### src/rtl/seg_scan_if.sv
// Display-scan port bundle: load/value/blanking controls in, digit drive and status out.
interface seg_scan_if;
  logic        load;
  logic [15:0] value_in;
  logic        blank_lz;
  logic [3:0]  bcd_out;
  logic [3:0]  an;
  logic [1:0]  digit_idx;
  logic        frame_done;
  logic        bad_bcd;

  modport master (output load, value_in, blank_lz,
                  input  bcd_out, an, digit_idx, frame_done, bad_bcd);
  modport slave  (input  load, value_in, blank_lz,
                  output bcd_out, an, digit_idx, frame_done, bad_bcd);
endinterface

### src/rtl/seg_scan_ctrl.sv
// Four-digit multiplexed BCD display scanner with double-buffered value and
// frame-aligned updates, so a new value never tears across a frame.
module seg_scan_ctrl #(
  parameter int REFRESH_DIV = 100000
) (
  input  logic     clk,
  input  logic     rst_n,
  seg_scan_if.slave bus
);
  localparam int CW = (REFRESH_DIV > 2) ? $clog2(REFRESH_DIV) : 1;
  localparam logic [CW-1:0] CNT_MAX = CW'(REFRESH_DIV - 1);

  typedef enum logic {IDLE, SCAN} state_e;

  state_e        state_q, state_d;
  logic [CW-1:0] cnt_q, cnt_d;
  logic [1:0]    idx_q, idx_d;
  logic [15:0]   disp_q, disp_d;
  logic [15:0]   pval_q, pval_d;
  logic          pend_q, pend_d;
  logic          bad_q, bad_d;

  logic          tick, boundary, load_ok;
  logic [3:0]    nib, blank;

  always_comb begin
    load_ok = 1'b1;
    for (int i = 0; i < 4; i++)
      if (bus.value_in[i*4 +: 4] > 4'd9) load_ok = 1'b0;
  end

  assign tick     = (state_q == SCAN) && (cnt_q == CNT_MAX);
  assign boundary = tick && (idx_q == 2'd3);

  always_ff @(posedge clk or negedge rst_n) begin
    if (!rst_n) begin
      state_q <= IDLE;
      cnt_q   <= '0;
      idx_q   <= '0;
      disp_q  <= '0;
      pval_q  <= '0;
      pend_q  <= 1'b0;
      bad_q   <= 1'b0;
    end else begin
      state_q <= state_d;
      cnt_q   <= cnt_d;
      idx_q   <= idx_d;
      disp_q  <= disp_d;
      pval_q  <= pval_d;
      pend_q  <= pend_d;
      bad_q   <= bad_d;
    end
  end

  always_comb begin
    state_d = state_q;
    cnt_d   = cnt_q;
    idx_d   = idx_q;
    disp_d  = disp_q;
    pval_d  = pval_q;
    pend_d  = pend_q;
    bad_d   = bad_q;
    unique case (state_q)
      IDLE: begin
        // First accepted value goes straight to the display; nothing to tear yet.
        if (bus.load) begin
          if (load_ok) begin
            disp_d  = bus.value_in;
            bad_d   = 1'b0;
            state_d = SCAN;
            cnt_d   = '0;
            idx_d   = '0;
          end else begin
            bad_d = 1'b1;
          end
        end
      end
      SCAN: begin
        cnt_d = tick ? '0 : cnt_q + 1'b1;
        if (tick) idx_d = idx_q + 2'd1;
        // Transfer uses the old pending value; a coincident load queues behind it.
        if (boundary && pend_q) begin
          disp_d = pval_q;
          pend_d = 1'b0;
        end
        if (bus.load) begin
          if (load_ok) begin
            pval_d = bus.value_in;
            pend_d = 1'b1;
            bad_d  = 1'b0;
          end else begin
            bad_d = 1'b1;
          end
        end
      end
      default: state_d = IDLE;
    endcase
  end

  // Digit i (i>0) is blank when it and every digit above it are zero.
  always_comb begin
    blank    = 4'b0000;
    blank[3] = (disp_q[15:12] == 4'd0);
    blank[2] = blank[3] && (disp_q[11:8] == 4'd0);
    blank[1] = blank[2] && (disp_q[7:4] == 4'd0);
  end

  assign nib = disp_q[{idx_q, 2'b00} +: 4];

  always_comb begin
    bus.an      = 4'b1111;
    bus.bcd_out = 4'd0;
    if (state_q == SCAN) begin
      bus.bcd_out = nib;
      if (!(bus.blank_lz && blank[idx_q])) bus.an = ~(4'b0001 << idx_q);
    end
  end

  assign bus.digit_idx  = idx_q;
  assign bus.frame_done = boundary;
  assign bus.bad_bcd    = bad_q;
endmodule
### src/flat_wrapper.sv
// flat-port wrapper written by rule: the top's interface ports become plain ports
module seg_scan_ctrl_flat 
#(
  parameter int REFRESH_DIV = 100000
)
  (clk, rst_n, bus_load, bus_value_in, bus_blank_lz, bus_bcd_out, bus_an, bus_digit_idx, bus_frame_done, bus_bad_bcd);
  seg_scan_if bus_i ();
  input  logic clk;
  input  logic rst_n;
  input wire logic [$bits(bus_i.load)-1:0] bus_load;
  input wire logic [$bits(bus_i.value_in)-1:0] bus_value_in;
  input wire logic [$bits(bus_i.blank_lz)-1:0] bus_blank_lz;
  output wire logic [$bits(bus_i.bcd_out)-1:0] bus_bcd_out;
  output wire logic [$bits(bus_i.an)-1:0] bus_an;
  output wire logic [$bits(bus_i.digit_idx)-1:0] bus_digit_idx;
  output wire logic [$bits(bus_i.frame_done)-1:0] bus_frame_done;
  output wire logic [$bits(bus_i.bad_bcd)-1:0] bus_bad_bcd;
  assign bus_i.load = bus_load;
  assign bus_i.value_in = bus_value_in;
  assign bus_i.blank_lz = bus_blank_lz;
  assign bus_bcd_out = bus_i.bcd_out;
  assign bus_an = bus_i.an;
  assign bus_digit_idx = bus_i.digit_idx;
  assign bus_frame_done = bus_i.frame_done;
  assign bus_bad_bcd = bus_i.bad_bcd;
  seg_scan_ctrl #(.REFRESH_DIV(REFRESH_DIV)) u_core (.clk(clk), .rst_n(rst_n), .bus(bus_i));
endmodule
### config.mk
export PLATFORM = sky130hd
export DESIGN_NAME = seg_scan_ctrl_flat
export DESIGN_NICKNAME = d
export VERILOG_FILES = /design/src/rtl/seg_scan_if.sv /design/src/rtl/seg_scan_ctrl.sv /design/src/flat_wrapper.sv
export SDC_FILE = /design/constraint.sdc
export NUM_CORES = 1
export LEC_CHECK = 0
export CORE_MARGIN = 2
export CORE_UTILIZATION = 60
export DETAILED_ROUTE_END_ITERATION = 8
export GPL_TIMING_DRIVEN = 0
export HOLD_SLACK_MARGIN = 0.02
export PLACE_DENSITY = 0.84
export RECOVER_POWER = 25
export SLEW_MARGIN = 20
export SYNTH_ARGS = -nofsm -noshare
export SYNTH_HDL_FRONTEND = slang
export SYNTH_SLANG_ARGS = --single-unit
### constraint.sdc
create_clock -name clk -period 4 [get_ports clk]
set_input_delay 1.2 -clock clk [delete_from_list [all_inputs] [get_ports clk]]
set_output_delay 1.2 -clock clk [all_outputs]
set_load 0.005 [all_outputs]
==> summary.txt <==
Drt
  • Post-route ant nets: 0
  • Vias/cell: approximately 6.2
  • Drc violations: 0
  • WL final: 6.25 mm
  • 1st-iter DRT viols: around 180
  • Pre-Repair DR Iteration Count: 5
  • WL/cell: ~18 um
  • Vias: 2171

Finish
  • Fraction of layout instances using a drive strength above 1: 0.137
  • Area Overhead vs Synth: 16.8%
  • N_diodes: 0
  • Final nets: between 300 and 400
  • Fillers: approximately 350

Timing
  • Final Setup Violations: 0
  • Clk_skew: ~0.012 ns
  • Worst Tran Pin Value: approximately 1.3 ns
  • Final hold viol count: 0
  • Max-slew headroom: 0.103
  • RSZ-0062 raised after global routing: false
  • PnR worst setup slack: around 0.20 ns
  • WHS: a little over 0.5 ns
  • Max Fclk: around 260 MHz
  • Fin crit period: approximately 3.8 ns
  • Fin crit share: 0.950
  • Max-slew violation count: 0

Synthesis
  • Post-synth EDFFs: 0
  • Syn avg cell area: between 10 and 15 um2
  • Top-area cell type share of the netlist area: 0.475
  • Syn_nets: 285
  • Post-synthesis sequential area ratio: 0.475
  • Gate Count Post-Synth: between 200 and 300
  • Synth area leaders: dfrtp_1, mux2_2, o221a_1
  • Top-count cell post-synth: dfrtp_1
  • Async S/R FF share, synth: 1.00
  • Top cell types by occurrence after synthesis: dfrtp_1, nand2_1, inv_1, mux2_2, o21ai_0
  • Post-synthesis cell type count: 46
  • Yosys warns: 0
  • Predominant post-synthesis flop cell: dfrtp_1
  • Synth area leader: dfrtp_1
  • Cell Area, Synth: ~0.0028 mm2
  • Yosys reg bits: 54

Global routing
  • Largest net degree at the start of global routing: 55
  • Grt total ovfl: 0
  • First-pass GRT wire length: 10.3 mm
  • Initial antenna violation count: 0
  • Total GRT Usage: 0.256
  • Number of global-route vias before repair: 2112

Min path
  • HP Class: flip-flop to flip-flop

Pwr
  • Combinational Power Share: 0.088
  • Sw Pwr: 235 uW
  • Pleak: ~1.4 nW
  • Pwr per Cell Area: ~310 mW/mm2
  • Worst vdd ir: between 150 and 200 uV
  • Seq pwr share: 0.591
  • Internal Pwr Total: around 800 uW
  • Clock share of power: 0.321
  • Switching part of the total power: 0.226

Flow run
  • Maxcap violations: 0

Clocking
  • Clock-pin slew on the worst setup and hold paths: 0.09 ns
  • CTS tree: built
  • CTS Buf Count: 5
  • H-tree depth: 2
  • Post-CTS setup buffers: 0
  • Clk_lat worst skew: just over 0.3 ns
  • CTS Sinks: 54
  • Post-CTS sizing: 0
  • CTS max path bufs: 2
  • Hold-fix buffers, CTS: 0
  • Clk Tree Root Cell: clkbuf_8

Status
  • Status: completed

Floorplan
  • CORE AREA: approximately 0.0047 mm2
  • Initial cell density of the core: 0.610
  • Die W: between 70 and 80 um
  • Die H: about 73 um
  • Die area: ~0.0053 mm2
  • Num ports: 32
  • Rows: 25

Critical path
  • Kind of critical path: primary input to flip-flop
  • Worst setup SP type: primary input
  • Critical Path Fanout Max: 10
  • FF-to-FF setup slack: ~1.6 ns
  • Critical Path AT: 4.00 ns
  • Worst Path Required: around 4.2 ns
  • Critical path capture point type: flip-flop

Placed design
  • DPL Wire Length: around 4.5 mm
  • RePlAce Congestion: 0.924
  • Pre-CTS WS: -0.00729 ns
  • Port Buffers: 31
## cells in the final DEF, fill, tap and decap left out, types with 2 or more instances in the layout
| cell | instances |
|---|---|
| dfrtp_1 | 54 |
| clkdlybuf4s50_1 | 30 |
| nand2_1 | 21 |
| inv_1 | 17 |
| mux2_2 | 17 |
| o21ai_0 | 16 |
| nor2_1 | 13 |
| nand2b_1 | 11 |
| o221a_1 | 10 |
| clkbuf_1 | 7 |
| clkbuf_8 | 7 |
| and2_1 | 6 |
| mux2i_1 | 6 |
| nor3_1 | 5 |
| o21ai_1 | 5 |
| o31ai_1 | 5 |
| nand3_1 | 5 |
| a222oi_1 | 5 |
| a21oi_1 | 5 |
| ha_1 | 5 |
| buf_2 | 4 |
| mux4_2 | 4 |
| nand4_1 | 4 |
| nor4_1 | 3 |
| xor2_1 | 3 |
| a41oi_1 | 2 |
| and3_1 | 2 |
| xnor2_1 | 2 |
| a22o_1 | 2 |
| a31oi_1 | 2 |
| o41ai_1 | 2 |
## path summary, 6_finish.rpt
kind                                              start  cells after the start                                   to
setup / recovery                        bus_value_in[2]                      7  u_core.bus.digit_idx[0]$_DFFE_PN0P_
hold / removal             u_core.pval_q[7]$_DFFE_PN0P_                      1         u_core.pval_q[7]$_DFFE_PN0P_
setup reg to reg               u_core.state_q$_DFF_PN0_                      5  u_core.bus.digit_idx[0]$_DFFE_PN0P_
hold reg to reg            u_core.pval_q[7]$_DFFE_PN0P_                      1         u_core.pval_q[7]$_DFFE_PN0P_
max in group asynchronous                         rst_n                      1         u_core.pval_q[7]$_DFFE_PN0P_
min in group asynchronous                         rst_n                      1         u_core.pval_q[4]$_DFFE_PN0P_
## layout make-up
class	count	area, um2	area share
repair buffers	31	305	0.0919
well taps	54	67.6	0.0203
clock buffers	7	96.3	0.0290
flip-flops and latches	54	1350	0.407
plain buffers	11	46.3	0.0139
inverters	18	67.6	0.0203
multi-input cells	177	1380	0.415
clock inverters	1	8.76	0.00264
## registers in the layout, indices dropped and copies added (netlist names)
name	flops
u_core.bus.bad_bcd	1
u_core.bus.digit_idx	2
u_core.cnt_q	17
u_core.disp_q	16
u_core.pend_q	1
u_core.pval_q	16
u_core.state_q	1
## power by group through the flow
stage / registers, mW / logic [mW] / clock network, mW
after CTS: 0.614 / 0.0933 / 0.342
after global routing: 0.619 / 0.100 / 0.365
final: 0.615 / 0.0914 / 0.334
after detailed placement: 0.625 / 0.0932 / 0
after floorplan: 0.617 / 0.0508 / 0
after global placement: 0.622 / 0.0905 / 0
## worst max-delay path, stage by stage
cell and delay, ns:
clkdlybuf4s50_1 0.43, o21ai_0 0.32, nand4_1 0.28, nor3_1 0.93, clkbuf_1 0.47, nor2_1 0.08
mux2_2 0.27
## metrics by stage
stage               utilization  instance area [um2]  instances  setup TNS, ns  power [mW]
floorplan                     -                 2840        260              0       0.668
global placement          0.691                 3220        345              0       0.712
detailed placement        0.691                 3220        345       -0.00729       0.718
CTS                       0.713                 3320        353              0        1.05
global route              0.713                 3320        353              0        1.08
finish                    0.713                 3320        353              0        1.04
## cell families after synthesis
family	after synthesis	synth area share
simple gates	80	0.163
mux	27	0.120
xor+xnor	5	0.0154
buf+inv	29	0.0400
fa+ha+maj	5	0.0220
compound gates	60	0.164
flops	54	0.475
## routing by layer
metal,vias to the layer above,routed length (um),global-route usage
met1,1074,2910,0.384
met4,0,79,0.0782
li1,1031,-,-
met5,-,0,0
met3,7,290,0.0373
met2,59,2970,0.388
No activity file was read; power rests on OpenSTA's default activity.
